[src/rtl/stopwatch_ctrl_unit.sv]
// Stopwatch control FSM: run/stop/clear sequencing and display-mode selection.
// Define LONG_PRESS_EN to make a long mode press issue a clear and a short press toggle the mode.
module stopwatch_ctrl_unit #(
  parameter int unsigned LONG_PRESS_CYC = 100_000_000
) (
  input  logic       clk,
  input  logic       reset,
  input  logic       i_btn_run,
  input  logic       i_btn_clear,
  input  logic       i_btn_mode,
  output logic       o_run,
  output logic       o_clear,
  output logic       o_mode,
  output logic [1:0] o_state
);

  typedef enum logic [1:0] {
    ST_STOP    = 2'b00,
    ST_RUN     = 2'b01,
    ST_CLEAR   = 2'b10,
    ST_ILLEGAL = 2'b11
  } state_t;

  if (LONG_PRESS_CYC == 0) begin : g_param_check
    $error("LONG_PRESS_CYC must be nonzero");
  end

  state_t state_q, state_d;
  logic   mode_q, mode_d;
  logic   prev_run_q, prev_clear_q, prev_mode_q;
  logic   run_rise, clear_rise;
  logic   mode_evt, long_hit;

  assign run_rise   = i_btn_run & ~prev_run_q;
  assign clear_rise = i_btn_clear & ~prev_clear_q;

`ifdef LONG_PRESS_EN
  localparam int unsigned CW = $clog2(LONG_PRESS_CYC + 1);
  localparam logic [CW-1:0] CNT_MAX = CW'(LONG_PRESS_CYC);

  logic [CW-1:0] hold_q, hold_d;

  always_comb begin
    hold_d = '0;
    if (i_btn_mode) begin
      hold_d = (hold_q == CNT_MAX) ? hold_q : hold_q + 1'b1;
    end
  end

  // Long press fires only on the edge the counter saturates; a saturated count
  // at release also marks the press as long so the fall does not toggle.
  assign long_hit = (hold_q != CNT_MAX) && (hold_d == CNT_MAX);
  assign mode_evt = ~i_btn_mode & prev_mode_q & (hold_q != CNT_MAX);

  always_ff @(posedge clk) begin
    if (!reset) begin
      hold_q <= '0;
    end else begin
      hold_q <= hold_d;
    end
  end
`else
  assign long_hit = 1'b0;
  assign mode_evt = i_btn_mode & ~prev_mode_q;
`endif

  always_comb begin
    state_d = state_q;
    mode_d  = mode_q;
    case (state_q)
      ST_STOP: begin
        if (clear_rise || long_hit) begin
          state_d = ST_CLEAR;
        end else if (run_rise) begin
          state_d = ST_RUN;
        end
        if (mode_evt) begin
          mode_d = ~mode_q;
        end
      end
      ST_RUN: begin
        if (run_rise) begin
          state_d = ST_STOP;
        end
      end
      ST_CLEAR: state_d = ST_STOP;
      default:  state_d = ST_STOP;
    endcase
  end

  always_ff @(posedge clk) begin
    if (!reset) begin
      state_q      <= ST_STOP;
      mode_q       <= 1'b0;
      prev_run_q   <= 1'b0;
      prev_clear_q <= 1'b0;
      prev_mode_q  <= 1'b0;
    end else begin
      state_q      <= state_d;
      mode_q       <= mode_d;
      prev_run_q   <= i_btn_run;
      prev_clear_q <= i_btn_clear;
      prev_mode_q  <= i_btn_mode;
    end
  end

  assign o_run   = (state_q == ST_RUN);
  assign o_clear = (state_q == ST_CLEAR);
  assign o_mode  = mode_q;
  assign o_state = state_q;

endmodule

[config.mk]
export PLATFORM = sky130hd
export DESIGN_NAME = stopwatch_ctrl_unit
export DESIGN_NICKNAME = d
export VERILOG_FILES = /design/src/rtl/stopwatch_ctrl_unit.sv
export SDC_FILE = /design/constraint.sdc
export NUM_CORES = 1
export LEC_CHECK = 0
export BUFFER_PORTS_ARGS = -buffer_cell sky130_fd_sc_hd__clkbuf_2
export CAP_MARGIN = 20
export CORE_AREA = 2 2 39 41
export CTS_CLUSTER_SIZE = 8
export DETAILED_ROUTE_END_ITERATION = 10
export DIE_AREA = 0 0 41 43
export GPL_TIMING_DRIVEN = 0
export PLACE_DENSITY = 0.47
export SLEW_MARGIN = 20
export SYNTH_ARGS = -nofsm -noshare
export SYNTH_HDL_FRONTEND = slang
export SYNTH_SLANG_ARGS = --single-unit
[constraint.sdc]
create_clock -name clk -period 3 [get_ports clk]
set_input_delay 0.15 -clock clk [delete_from_list [all_inputs] [get_ports clk]]
set_output_delay 0.15 -clock clk [all_outputs]
set_load 0.005 [all_outputs]
; ---- Yosys cells after proc, flatten, opt, wreduce, memory -nomap -nowiden
; Index checks and enable logic that the tools add are counted.
[op_classes]
n_mux = 4
n_eq_ne = 4
reduce_logical = 3
bitwise = 7
[ops]
columns = cell, n
row1 = $mux 2, 3
row2 = $not 1->1, 4
row3 = $pmux 2 s2, 1
row4 = $reduce_and 2->1, 2
row5 = $and 1x1->1, 3
row6 = $ne 3x3->1 const B, 1
row7 = $eq 2x1->1 const B, 1
row8 = $eq 2x2->1 const B, 1
row9 = $logic_not 2->1, 1
row10 = $ne 2x1->1 const B, 1
[totals]
input_bits = 5
wordCells = 23
out_inout_bits = 5
register_bits = 6

; ---- Longest topological paths before layout
[logic_depth]
depth_word = 5
ltp_mapped = 3
depth_no_buf = 3

; ---- Worst setup path before layout
; No wires, ideal clock.
[synth_timing]
path_type = register to register
start = register state_q[1] (netlist: o_state[1])
end = register mode_q (netlist: o_mode)
path_buffers = 0
setup_ps = 115
slack_ps = 2040
stages_incl_launch_ff = 4
synth_period_minus_slack_ps = 960
required_ps = 2885
t_arrival_ps = 845
cell_sequence = dfxtp_1 nor4b_2 xor2_1 and2_1
[synth_between]
elab_chain_cells = 2
[synth_lines]
columns = element, line_no
row1 = "start, declared", 28  ; state_t state_q, state_d;
row2 = "start signal, assigned", 99  ; state_q <= state_d;
row3 = $logic_not 2->1, 70  ; case (state_q)
row4 = $reduce_and 2->1 (no line), -
row5 = "end signal, assigned", 100  ; mode_q <= mode_d;
row6 = "end, declared", 29  ; logic mode_q, mode_d;
; Every way passes these cells.
; A chain may end at the register's enable or synchronous reset.

; ---- Worst setup path in the final report
[layout_timing]
start = register state_q[0] (netlist: o_state[0])
end = output o_clear
[layout_between]
elab_chain_cells = 1
[layout_lines]
columns = element, line_no
row1 = $eq 2x2->1, 108  ; assign o_clear = (state_q == ST_CLEAR);
row2 = "end, declared", 12  ; output logic o_clear,
; Every way passes these cells.

==> metrics <==
status complete, no violations; xor/xnor share of the synthesized area roughly 3.9%; Root Buffer clkbuf_4; worst hold path startpoint i_btn_clear; Final Hold Fails 0; actual slew at the worst max-slew pin 0.234 ns; fin nets 40; TritonCTS clock tree done; CP startpoint o_state[0]; gp weighted congestion roughly 0.58; Routed wire per std cell 7.94 um; Post-Syn Area around 220 um^2; Die X 41 um; Final setup viols 0; initial DRC count 0; dpl cells 46; vias in the first global route between 150 and 200; final max-slew violation count 0; H-tree Lvls 1; die area around 1800 um^2; Power Total 181 uW; #FFs+latches synth 6; Detail Route Antenna Nets 0; CP endpoint kind output pin; Crit Path Class flop to output pin; Hold Path Class input port to flop; setup TNS 0 ns; fin crit period 1.14 ns; clock skew 0.00389 ns; Slew headroom 84.4%; largest net degree at the start of global routing 8; RSZ-0062 raised after global routing no; CP peak stage delay approximately 0.44 ns; post-CTS sizing 0; area grow syn2layout 39.1%; post-synthesis compound-gate area fraction under 10%; Rows 14; synthesis warning total 0; Yosys cell types 11; max-cap violation count 0; die height 43 um; Max Root-Sink Buffers 2; crit path DAT about 1 ns; DR pass1 iterations 1; total routed wirelength approximately 390 um; Critical Path Fanout Max 7; CP required 2.85 ns; adder-cell share of the synthesized area 0%; layout cells sized above 1 39.4%; Vias per Instance between 3 and 4; sequential area share after synthesis 53.6%; CP Launch Type flop; post-CTS setup buffers 0; DR DRC count 0; gr ovfl total 0; most common library cell in the layout ignoring fill and taps clkbuf_2; clock sinks 6; Initial Util between 10% and 20%; IR drop worst, VDD about 250 uV; IO buf count 9; Final Non-Filler Cells a little under 50; Post-Synth Simple-Gate Area 40.2%; Critical-path top delay cell dfxtp_1; Syn Area/Cell 10.7 um^2; Pwr Density roughly 580 nW/um^2; Post-Syn Instances 21; largest family of logic cells by synthesized area simple AND/OR/NAND/NOR gates; initial antenna violation count 0; core area around 1400 um^2; most frequent cells in the layout 9 x clkbuf_2, 6 x dfxtp_1, 4 x and2_1, 3 x clkbuf_4; total track usage 5.54%; Ports 10; CTS Buf Count 3; Design Area, Final 312 um^2; CTS Hold Bufs 0; diode count 0; Crit Reg-Reg Startpoint o_state[0]; first-pass GRT wire length roughly 610 um; Vias 181; Reg clk slew, reported paths 0.04 ns; Worst R2R Setup Slack 1.98 ns; Leak Pwr 0.000147 uW; Tcrit/Tclk final 37.9%; Post-Syn Nets 26; Post-DP Area 289 um^2; mux cell area share after synthesis 0%; Cell Chain, Critical Path and2b_1 -> clkbuf_2; worst skew pair latency 0.24 ns; Max Clk Rate 880 MHz
## kinds of logic (layout without fill, tap and decap cells)
| kind of cell | count (synthesis) | after routing |
|---|---|---|
| simple gates | 13 | 13 |
| buf+inv | 0 | 12 |
| flops | 6 | 6 |
| xor+xnor | 1 | 1 |
| compound gates | 1 | 1 |
## routing by layer
metal	wire, um	share of wire (%)	vias to the layer above	track usage (%)
li1	-	-	94	-
met1	200	51	77	6.49
met2	140	36	10	7.19
met3	49	13	0	6.28
met4	0	0	0	0
met5	0	0	-	0
## power breakdown
| group | total (uW) | internal [uW] | switching (uW) |
|---|---|---|---|
| clock network | 70.8 | 45.0 | 25.8 |
| registers | 90.1 | 85.7 | 4.32 |
| logic | 20.2 | 12.4 | 7.81 |
## final timing paths
check,depth (start not counted),to
worst max-delay path,2,o_clear
worst min-delay path,2,prev_clear_q
worst max register to register,3,o_mode
worst min register to register,2,o_state[1]
## cells in the mapped netlist
library cell  number  area (um^2)
and2b_1            1         7.51
nor4b_2            1         15.0
a21oi_1            1         5.00
dfxtp_1            6          120
or3_1              1         6.26
xor2_1             1         8.76
nand2b_1           2         12.5
nor2b_1            2         12.5
nor3b_1            1         7.51
nand2_1            1         3.75
and2_1             4         25.0
## critical path: cells and delay by family (launching register included)
family	cells	cell delay, ns
buf+inv	1	0.10
flops	1	0.44
simple gates	1	0.21
## area by class of cell
class / instances / area (um^2)
Fill cell: 161 / 1070
Sequential cell: 6 / 120
Multi-Input combinational cell: 15 / 104
Timing Repair Buffer: 9 / 45.0
Clock buffer: 3 / 22.5
Tap cell: 16 / 20.0
## registers in the layout, summed over array words and instances, names as in the netlist
name,flops
o_state,2
o_mode,1
prev_clear_q,1
prev_mode_q,1
prev_run_q,1
## metrics by stage
stage | util (%) | setup WS [ns] | hold WS, ns
finish | 22.5 | 1.86 | 0.129
global route | 22.5 | 1.80 | 0.133
CTS | 22.5 | 1.86 | 0.125
detailed placement | 20.9 | 1.99 | 0.372
global placement | 20.9 | 1.99 | 0.366
floorplan | - | 2.04 | 0.272
(Power assumes the default switching activity.)
